==> config.mk <==
export PLATFORM = sky130hd
export DESIGN_NAME = count_ramp_monitor
export DESIGN_NICKNAME = d
export VERILOG_FILES = /design/src/rtl/count_ramp_monitor.sv
export SDC_FILE = /design/constraint.sdc
export NUM_CORES = 1
export LEC_CHECK = 0
export CAP_MARGIN = 20
export CORE_MARGIN = 3
export CORE_UTILIZATION = 56
export DETAILED_ROUTE_END_ITERATION = 10
export GPL_ROUTABILITY_DRIVEN = 0
export GPL_TIMING_DRIVEN = 0
export PLACE_DENSITY_LB_ADDON = 0.12
export SYNTH_ARGS = -nofsm -noshare
export SYNTH_HDL_FRONTEND = slang
export SYNTH_SLANG_ARGS = --single-unit
export TNS_END_PERCENT = 30
==> constraint.sdc <==
create_clock -name clk -period 5.6 [get_ports clk]
set_clock_uncertainty 0.2 [all_clocks]
set_input_delay 0.56 -clock clk [delete_from_list [all_inputs] [get_ports clk]]
set_output_delay 0.56 -clock clk [all_outputs]
set_load 0.05 [all_outputs]
==> src/rtl/count_ramp_monitor.sv <==
// Consumer-side checker for a saturating ramp counter (0 -> LIMIT, then hold).
// Tracks ramp phase, flags the limit, counts hold samples and latches the first illegal step.
module count_ramp_monitor #(
    parameter int unsigned WIDTH  = 11,
    parameter int unsigned LIMIT  = 200,
    parameter int unsigned HOLD_W = 16
) (
    input  logic              clk,
    input  logic              rst,
    input  logic [WIDTH-1:0]  cnt_in,
    input  logic              cnt_valid,
    input  logic              clr_viol,
    output logic [1:0]        state,
    output logic              reached,
    output logic [HOLD_W-1:0] hold_cycles,
    output logic              viol,
    output logic [1:0]        viol_code,
    output logic [WIDTH-1:0]  viol_value
);

    typedef enum logic [1:0] {
        IDLE  = 2'd0,
        RAMP  = 2'd1,
        HOLD  = 2'd2,
        FAULT = 2'd3
    } state_t;

    typedef enum logic [1:0] {
        V_NONE = 2'd0,
        V_OVER = 2'd1,
        V_SKIP = 2'd2,
        V_DROP = 2'd3
    } vcode_t;

    localparam logic [WIDTH-1:0] LIM = WIDTH'(LIMIT);

    state_t              st_q, st_d;
    vcode_t              code_q, code_d;
    logic [WIDTH-1:0]    prev_q, prev_d;
    logic [HOLD_W-1:0]   hold_q, hold_d;
    logic                viol_q, viol_d;
    logic [WIDTH-1:0]    val_q, val_d;
    logic                reached_q, reached_d;
    logic [WIDTH:0]      step;

    // One extra bit so prev+1 can never wrap back onto a small cnt_in.
    assign step = {1'b0, prev_q} + {{WIDTH{1'b0}}, 1'b1};

    always_comb begin
        st_d      = st_q;
        code_d    = code_q;
        prev_d    = prev_q;
        hold_d    = hold_q;
        viol_d    = viol_q;
        val_d     = val_q;
        reached_d = 1'b0;

        if (st_q == FAULT) begin
            if (clr_viol) begin
                st_d   = IDLE;
                code_d = V_NONE;
                prev_d = '0;
                hold_d = '0;
                viol_d = 1'b0;
                val_d  = '0;
            end
        end else if (cnt_valid) begin
            if (cnt_in > LIM) begin
                st_d   = FAULT;
                viol_d = 1'b1;
                code_d = V_OVER;
                val_d  = cnt_in;
            end else if (cnt_in == '0) begin
                st_d   = RAMP;
                prev_d = '0;
                hold_d = '0;
            end else begin
                unique case (st_q)
                    IDLE: begin
                        prev_d = cnt_in;
                        if (cnt_in == LIM) begin
                            st_d      = HOLD;
                            reached_d = 1'b1;
                        end else begin
                            st_d = RAMP;
                        end
                    end
                    RAMP: begin
                        if ({1'b0, cnt_in} == step) begin
                            prev_d = cnt_in;
                            if (cnt_in == LIM) begin
                                st_d      = HOLD;
                                reached_d = 1'b1;
                            end
                        end else begin
                            st_d   = FAULT;
                            viol_d = 1'b1;
                            code_d = V_SKIP;
                            val_d  = cnt_in;
                        end
                    end
                    HOLD: begin
                        if (cnt_in == LIM) begin
                            if (hold_q != '1) begin
                                hold_d = hold_q + {{(HOLD_W-1){1'b0}}, 1'b1};
                            end
                        end else begin
                            st_d   = FAULT;
                            viol_d = 1'b1;
                            code_d = V_DROP;
                            val_d  = cnt_in;
                        end
                    end
                    default: ;
                endcase
            end
        end
    end

    always_ff @(posedge clk) begin
        if (rst) begin
            st_q      <= IDLE;
            code_q    <= V_NONE;
            prev_q    <= '0;
            hold_q    <= '0;
            viol_q    <= 1'b0;
            val_q     <= '0;
            reached_q <= 1'b0;
        end else begin
            st_q      <= st_d;
            code_q    <= code_d;
            prev_q    <= prev_d;
            hold_q    <= hold_d;
            viol_q    <= viol_d;
            val_q     <= val_d;
            reached_q <= reached_d;
        end
    end

    assign state       = st_q;
    assign reached     = reached_q;
    assign hold_cycles = hold_q;
    assign viol        = viol_q;
    assign viol_code   = code_q;
    assign viol_value  = val_q;

endmodule

# Yosys cells after proc, flatten, opt, wreduce, memory -nomap -nowiden
# Index checks and enable logic that the tools add are counted.
[totals]
register_bits = 44
output_inout_bits = 33
inputBits = 15
wordCells = 88
[classes]
muxes = 49
n_bitwise = 1
n_lt_le_gt_ge = 1
n_reduce_logical = 14
eq_ne = 14
add_sub_neg = 2
[op_table]
columns = ["cell", "n"]
rows = [
  ["two-way mux 11 bit", 12],
  ["two-way mux 16 bit", 8],
  ["one-hot mux 11 bit (2 select lines)", 2],
  ["two-way mux 2 bit", 14],
  ["adder 16 x 1 -> 16 bit, second input constant", 1],
  ["inequality test 16 bit, second input constant", 1],
  ["adder 11 x 1 -> 12 bit, second input constant", 1],
  ["equality test 11 x 12 -> 1 bit", 1],
  ["inequality test 4 bit, second input constant", 3],
  ["AND reduction 6 bit", 2],
  ["equality test 11 x 8 -> 1 bit, second input constant", 1],
  ["greater-than comparator 11 x 8 -> 1 bit, second input constant", 1],
  ["zero test 11 bit", 1],
  ["AND reduction 5 bit", 2],
  ["two-way mux 1 bit", 9],
  ["nonzero test 3 bit", 3],
  ["nonzero test 4 bit", 2],
  ["inequality test 6 bit, second input constant", 1],
  ["one-hot mux 2 bit (3 select lines)", 1],
  ["nonzero test 6 bit", 1],
  ["inequality test 5 bit, second input constant", 1],
  ["OR reduction 5 bit", 1],
  ["equality test 2 bit, second input constant", 2],
  ["inequality test 2 bit, second input constant", 2],
  ["other kinds (7)", 8],
]

# Depth between registers and ports, before layout
# Gate-level depths: netlist of run 1.
[depth]
ltp_word = 8
mapped_depth = 10

# Worst setup path before layout of run 1
# No wires, ideal clock.
[synth_timing]
path_kind = "in2reg"
startpoint = "input cnt_in[9]"
endpoint = "register hold_q[9] (netlist: hold_cycles[9])"
stages = 8
t_arrival_ps = 2600
setup_time_ps = 70
required_time_ps = 5330
setup_slack_ps = 2730
cell_sequence = "or3_1 buf_2 nor4_4 o311ai_1 a221oi_4 nand2_2 or4_1 a21oi_1"
[synth_via]
elab_chain_len = 5
elab_cells_between_ends = 12
[synth_lines]
columns = ["item", "line", "rtl"]
rows = [
  ["from (decl)", "10", "input logic [WIDTH-1:0] cnt_in,"],
  ["parallel branches: the longest is 5 deep, another holds greater-than comparator 11 x 8 -> 1 bit", "--", ""],
  ["to (signal assigned)", "133", "hold_q <= hold_d;"],
  ["to (decl)", "40", "logic [HOLD_W-1:0] hold_q, hold_d;"],
]
# Parallel ways; which one is timed is not known. The select of a mux whose other input is x is not followed.
# A chain may end at the register's enable or synchronous reset.

# Worst setup path in the final report of run 1
[layout_timing]
startpoint = "input cnt_in[10]"
endpoint = "register hold_q[9] (netlist: hold_cycles[9])"
# Same word-level chain as after synthesis.

==> run summary, run 1 <==
outcome = finished clean
Cell Area, Synth = 0.00251 sq mm
Crit. End Element = register
Final period util = 61.3%
DR top layer = met4
Clock Tree Root = clkbuf_8
number of global-route vias before repair = 2316
largest cells by area after synthesis = dfxtp_1 (35%), mux2i_1 (8.4%), nand2b_1 (5.2%), xor2_1 (4.2%), nand2_1 (4.0%)
routed vias = 2392
critical-path maximum fanout = 9
Routed met2 length = 2800 um
Antenna Cells = 0
fin nets = 371
yosys warns = 0
Initial Util = 60.2%
RSZ-0062 raised after global routing = no
Num CTS Buffers = 5
placed cell count = 393
Vias/cell = 5.97
DP Area = 0.00305 sq mm
CTS Sinks = 44
Core Region = 0.00417 sq mm
Chip Height = 73.0 um
Worst R2R Start = prev_q[0]$_SDFFE_PP0P_
postcts setup bufs = 0
top cells by count, synth = dfxtp_1 (44), nand2_1 (27), nor2_1 (25)
hold buffer count at CTS = 0
met3 wire length = 407 um
Net Count, Synth = 317
area leader, netlist = dfxtp_1
WHS = 283 ps
leakage = 1.21 nW
die area = 0.00533 sq mm
post-route insts no fill = 401
cts repair resizes = 0
DP Wirelength = 4680 um
Worst Path Arrival = 3470 ps
Placement Setup Slack = 1900 ps
Seq/Total Area, Yosys = 35.0%
post-route ant nets = 0
initial antenna violation count = 0
initial DRC count = 259
Post-synth EDFFs = 0
Slew HR = 48.7%
Yosys reg bits = 44
WL/cell = 15.8 um
DRC Markers = 0
CP Data Required Time = 5630 ps
first-pass GRT wire length = 11000 um
area delta synth->final = 25.5%
fillcell total = 332
P per Cell Area = 253 mW/mm^2
GR Util All Layers = 26.0%
R2R depth = 10
layout cells sized above 1 = 5.98%
Worst setup SP type = input pin
Top FF cell, synth = dfxtp_1
clk slew on worst S/H paths = 80 ps
largest net degree at the start of global routing = 14
final wirelength = 6340 um
Worst Tran Pin Value = 747 ps
Fmax = 291 MHz
worst hold path type = register to register
share of the synthesized area in the top cell type = 35.0%
number of library cell types mapped by synthesis = 45
Final Hold Fails = 0
die width = 73.0 um
H-tree levels = 2
Post-Syn Instances = 296
WL met1 = 3020 um
final worst slack = 2170 ps
Worst VDD drop = 0.000169 V
clock buffer depth = 2
CTS tree = yes
Worst Setup SP = cnt_in[10]
GRT overflow = 0
Tmin final = 3430 ps
total negative slack = 0 ps
mean post-synth cell area = 8.49 sq um
IO Count = 48
Worst-Skew Late Latency = 300 ps
count leader, synth = dfxtp_1
Max Cap Violations = 0
Post-synth ARST share = 0%
# setup viols final = 0
fin area = 0.00315 sq mm
worst hold stages = 2
IO Port Bufs = 47
Max Slew Vio Count = 0
Setup CP Type = input pin to register
Rows = 23
DRT Pass-1 Iters = 5
hold path start = viol_value[9]$_SDFFE_PP0P_
## layer usage
layer / global-route usage [%] / vias to the layer above
li1: - / 1165
met1: 37.7 / 1113
met2: 38.2 / 103
met3: 5.10 / 11
met4: 8.61 / 0
met5: 0 / -
## flip-flops by register name, summed over array words and instances (netlist names)
name / cells
viol_code: 2
state: 2
prev_q: 11
hold_cycles: 16
viol: 1
viol_value: 11
reached: 1
## where the power goes
part           total, mW  switching (mW)  internal (mW)
Clock              0.245           0.112          0.133
Combinational      0.207           0.129         0.0784
Sequential         0.345          0.0151          0.330
## cells in the final DEF, fill, tap and decap left out, types with 3 or more instances in the layout
cell / instances
dfxtp_1: 44
clkdlybuf4s50_1: 47
clkbuf_1: 7
mux2i_1: 21
a31oi_1: 3
or4_1: 5
or3_1: 7
a211oi_1: 4
ha_1: 6
nand2_1: 27
inv_1: 8
clkbuf_8: 5
buf_2: 4
xor2_1: 12
and3b_1: 3
nand3_1: 15
o21ai_0: 6
nor2_1: 25
a21oi_1: 15
nand4_1: 12
nor3_1: 6
or2_2: 4
nand2b_1: 21
o211ai_1: 3
xnor2_1: 11
## kinds of logic (layout without fill, tap and decap cells)
family,Yosys count,in the layout,share of synthesized area [%]
xor gates and xnor gates,23,23,8.01
AOI/OAI and AO/OA,47,47,12.9
and+or+nand+nor,135,135,28.9
DFF,44,44,35.0
adders and majority gates,6,6,2.99
muxes,23,23,9.26
buffers and inverters,18,73,2.89
## critical path, cell delays in order
cell             delay [ps]
clkdlybuf4s50_1         530
or3_1                   340
buf_2                   170
nor4_4                  420
o311ai_1                220
a221oi_4                480
nand2_2                 150
or4_1                   440
a21oi_1                 150
## layout make-up
type	count	area [sq um]	share of cell area [%]
Buffer	10	42.5	1.35
Clock buffer	6	72.6	2.30
Clock inverter	2	35.0	1.11
Inverter	8	30.0	0.952
Multi-Input combinational cell	234	1560	49.5
Sequential cell	44	881	27.9
Tap cell	50	62.6	1.98
Timing Repair Buffer	47	470	14.9
## metrics by stage
| stage | utilization (%) | power [mW] |
|---|---|---|
| finish | 75.6 | 0.798 |
| global route | 75.6 | 0.833 |
| CTS | 75.6 | 0.801 |
| detailed placement | 73.0 | 0.558 |
| global placement | 73.0 | 0.555 |
| floorplan | - | 0.491 |
## final timing paths
kind / endpoint / slack, ps
min: viol_value[9]$_SDFFE_PP0P_ / 280
max: hold_cycles[9]$_SDFFE_PP0P_ / 2170
min reg2reg: viol_value[9]$_SDFFE_PP0P_ / 280
max reg2reg: viol_value[4]$_SDFFE_PP0P_ / 2410
Note: power is estimated with default switching activity, not from simulation.
==> inputs of run 2 (changes only) <==
--- a/config.mk
+++ b/config.mk
@@ -7,7 +7,7 @@
 export LEC_CHECK = 0
 export CAP_MARGIN = 20
 export CORE_MARGIN = 3
-export CORE_UTILIZATION = 56
+export CORE_UTILIZATION = 52
 export DETAILED_ROUTE_END_ITERATION = 10
 export GPL_ROUTABILITY_DRIVEN = 0
 export GPL_TIMING_DRIVEN = 0
==> constraint.sdc (replaced) <==
create_clock -name clk -period 3.2 [get_ports clk]
set_clock_uncertainty 0.2 [all_clocks]
set_input_delay 0.32 -clock clk [delete_from_list [all_inputs] [get_ports clk]]
set_output_delay 0.32 -clock clk [all_outputs]
set_load 0.05 [all_outputs]
==> run summary, run 2 (synthesized netlist as in run 1, its figures left out) <==
outcome = finished clean
largest net degree at the start of global routing = 14
die width = 75.5 um
Max stage delay on crit path = 520 ps
RSZ-0062 raised after global routing = yes
worst hold path type = register to register
initial antenna violation count = 0
Num CTS Buffers = 5
Max Slew Vio Count = 0
Max Cap Violations = 0
DP Area = 0.00305 sq mm
Worst R2R Start = prev_q[0]$_SDFFE_PP0P_
critical-path maximum fanout = 10
IO Count = 48
IO Port Bufs = 47
CP Data Required Time = 3230 ps
Tmin final = 3080 ps
placed cell count = 395
DRT Pass-1 Iters = 4
CP endpoint = viol_value[8]$_SDFFE_PP0P_
die area = 0.00570 sq mm
routed vias = 2319
Slowest cell on crit path = or4_1
post-route ant nets = 0
WHS = 279 ps
Worst setup SP type = register
fillcell total = 396
CTS tree = yes
Worst Path Arrival = 3110 ps
GR Util All Layers = 23.3%
Worst-Skew Late Latency = 300 ps
Vias/cell = 5.75
worst hold stages = 2
Crit. End Element = register
Antenna Cells = 0
CTS Sinks = 44
DP Wirelength = 4620 um
total power after layout = 1.31 mW
clock buffer depth = 2
Clock Tree Root = clkbuf_8
Final Hold Fails = 0
post-route insts no fill = 403
Final period util = 96.3%
worst path cell trace = ha_1, a21oi_1, or4_1, nand3_1, a32oi_2, nand4_1, a21o_1, buf_2, mux2i_1
max reg flops = 16
Slew HR = 52.7%
layout cells sized above 1 = 7.12%
initial DRC count = 238
Crit path max-delay family = simple AND/OR/NAND/NOR gates
H-tree levels = 2
WL/cell = 15.6 um
Rows = 24
# setup viols final = 0
Initial Util = 55.8%
hold buffer count at CTS = 0
final wirelength = 6300 um
Worst Tran Pin Value = 690 ps
leakage = 1.21 nW
most common cell after layout, fill and taps aside = clkdlybuf4s50_1
clk slew on worst S/H paths = 80 ps
first-pass GRT wire length = 10200 um
GRT overflow = 0
Chip Height = 75.5 um
Critical Path Stages = 9
area delta synth->final = 25.5%
worst path bufs/invs = 1
critical register-to-register path endpoint = viol_value[8]$_SDFFE_PP0P_
fin nets = 372
P per Cell Area = 415 mW/mm^2
fin area = 0.00315 sq mm
Fmax = 325 MHz
setup slack, reg-to-reg = 120 ps
R2R depth = 9
Worst Setup SP = prev_q[0]$_SDFFE_PP0P_
Worst VDD drop = 0.000367 V
Setup CP Type = register to register
DRC Markers = 0
most frequent cells in the layout = clkdlybuf4s50_1 (47), dfxtp_1 (44), nand2_1 (27)
number of global-route vias before repair = 2087
Core Region = 0.00450 sq mm
==> run 2: changes by cell type in the layout (fill, tap and decap cells not counted), sizes merged <==
cell	previous run	this run
buf	4	6
bufinv	1	0
clkbuf	12	10
clkinvlp	0	1
==> run 2: worst min path at each step <==
| stage | to | startpoint | slack (ps) |
|---|---|---|---|
| floorplan | viol_value[10]$_SDFFE_PP0P_ | cnt_in[10] | 260 |
| CTS | viol_value[9]$_SDFFE_PP0P_ | viol_value[9]$_SDFFE_PP0P_ | 280 |
| finish | viol_value[9]$_SDFFE_PP0P_ | viol_value[9]$_SDFFE_PP0P_ | 280 |
| detailed placement | viol_value[4]$_SDFFE_PP0P_ | viol_value[4]$_SDFFE_PP0P_ | 270 |
| global placement | viol_value[9]$_SDFFE_PP0P_ | viol_value[9]$_SDFFE_PP0P_ | 260 |
| global route | viol_value[3]$_SDFFE_PP0P_ | viol_value[3]$_SDFFE_PP0P_ | 300 |
==> run 2: tightest hold or removal path: cells and delay by family (launching register included) <==
kind | cells | cell delay (ps)
flops | 1 | 310
mux | 1 | 60
simple gates | 1 | 60
==> run 2: metrics by stage <==
step	TNS [ps]	setup slack (ps)	utilization, %
detailed placement	-3170	-245	67.7
global placement	-2520	-208	67.7
CTS	0	25.6	69.5
floorplan	0	529	-
global route	-52.0	-23.6	70.0
finish	0	118	70.0
==> run 2: timing repair <==
| item | 4_1_cts | 5_1_grt |
|---|---|---|
| setup endpoints to repair | 0 | 28 |
| hold endpoints to repair | 0 | 0 |
| gates resized for setup | 0 | 2 |
| buffers inserted | 0 | 2 |
==> run 2: cell type report <==
cell class                 instances  area [sq um]  area share (%)
clock buffer                       5          68.8            2.18
tap                               52          65.1            2.06
buffer                             9          38.8            1.23
multi-input combinational        234          1570            49.9
clock inverter                     2          12.5           0.397
timing repair buffer              49           485            15.4
inverter                           8          30.0           0.952
sequential                        44           881            27.9
==> run 2: where the power goes <==
group          internal [mW]  leakage (nW)  total [mW]  switching, mW
sequential             0.578         0.358       0.603         0.0248
combinational          0.139         0.811       0.367          0.229
clock                  0.148        0.0400       0.339          0.191
total                  0.865          1.21        1.31          0.445
==> run 2: metal layers <==
metal,GRT usage [%],wire [um]
met5,0,0
met4,5.44,26
met3,4.75,308
met2,33.8,2820
met1,35.3,3150
==> inputs of run 3 (changes only) <==
--- a/config.mk
+++ b/config.mk
@@ -8,6 +8,7 @@
 export CAP_MARGIN = 20
 export CORE_MARGIN = 3
 export CORE_UTILIZATION = 52
+export CTS_CLUSTER_DIAMETER = 100
 export DETAILED_ROUTE_END_ITERATION = 10
 export GPL_ROUTABILITY_DRIVEN = 0
 export GPL_TIMING_DRIVEN = 0
==> results of run 3 <==
The final DEF is identical to that of run 2; final timing and power are the same.
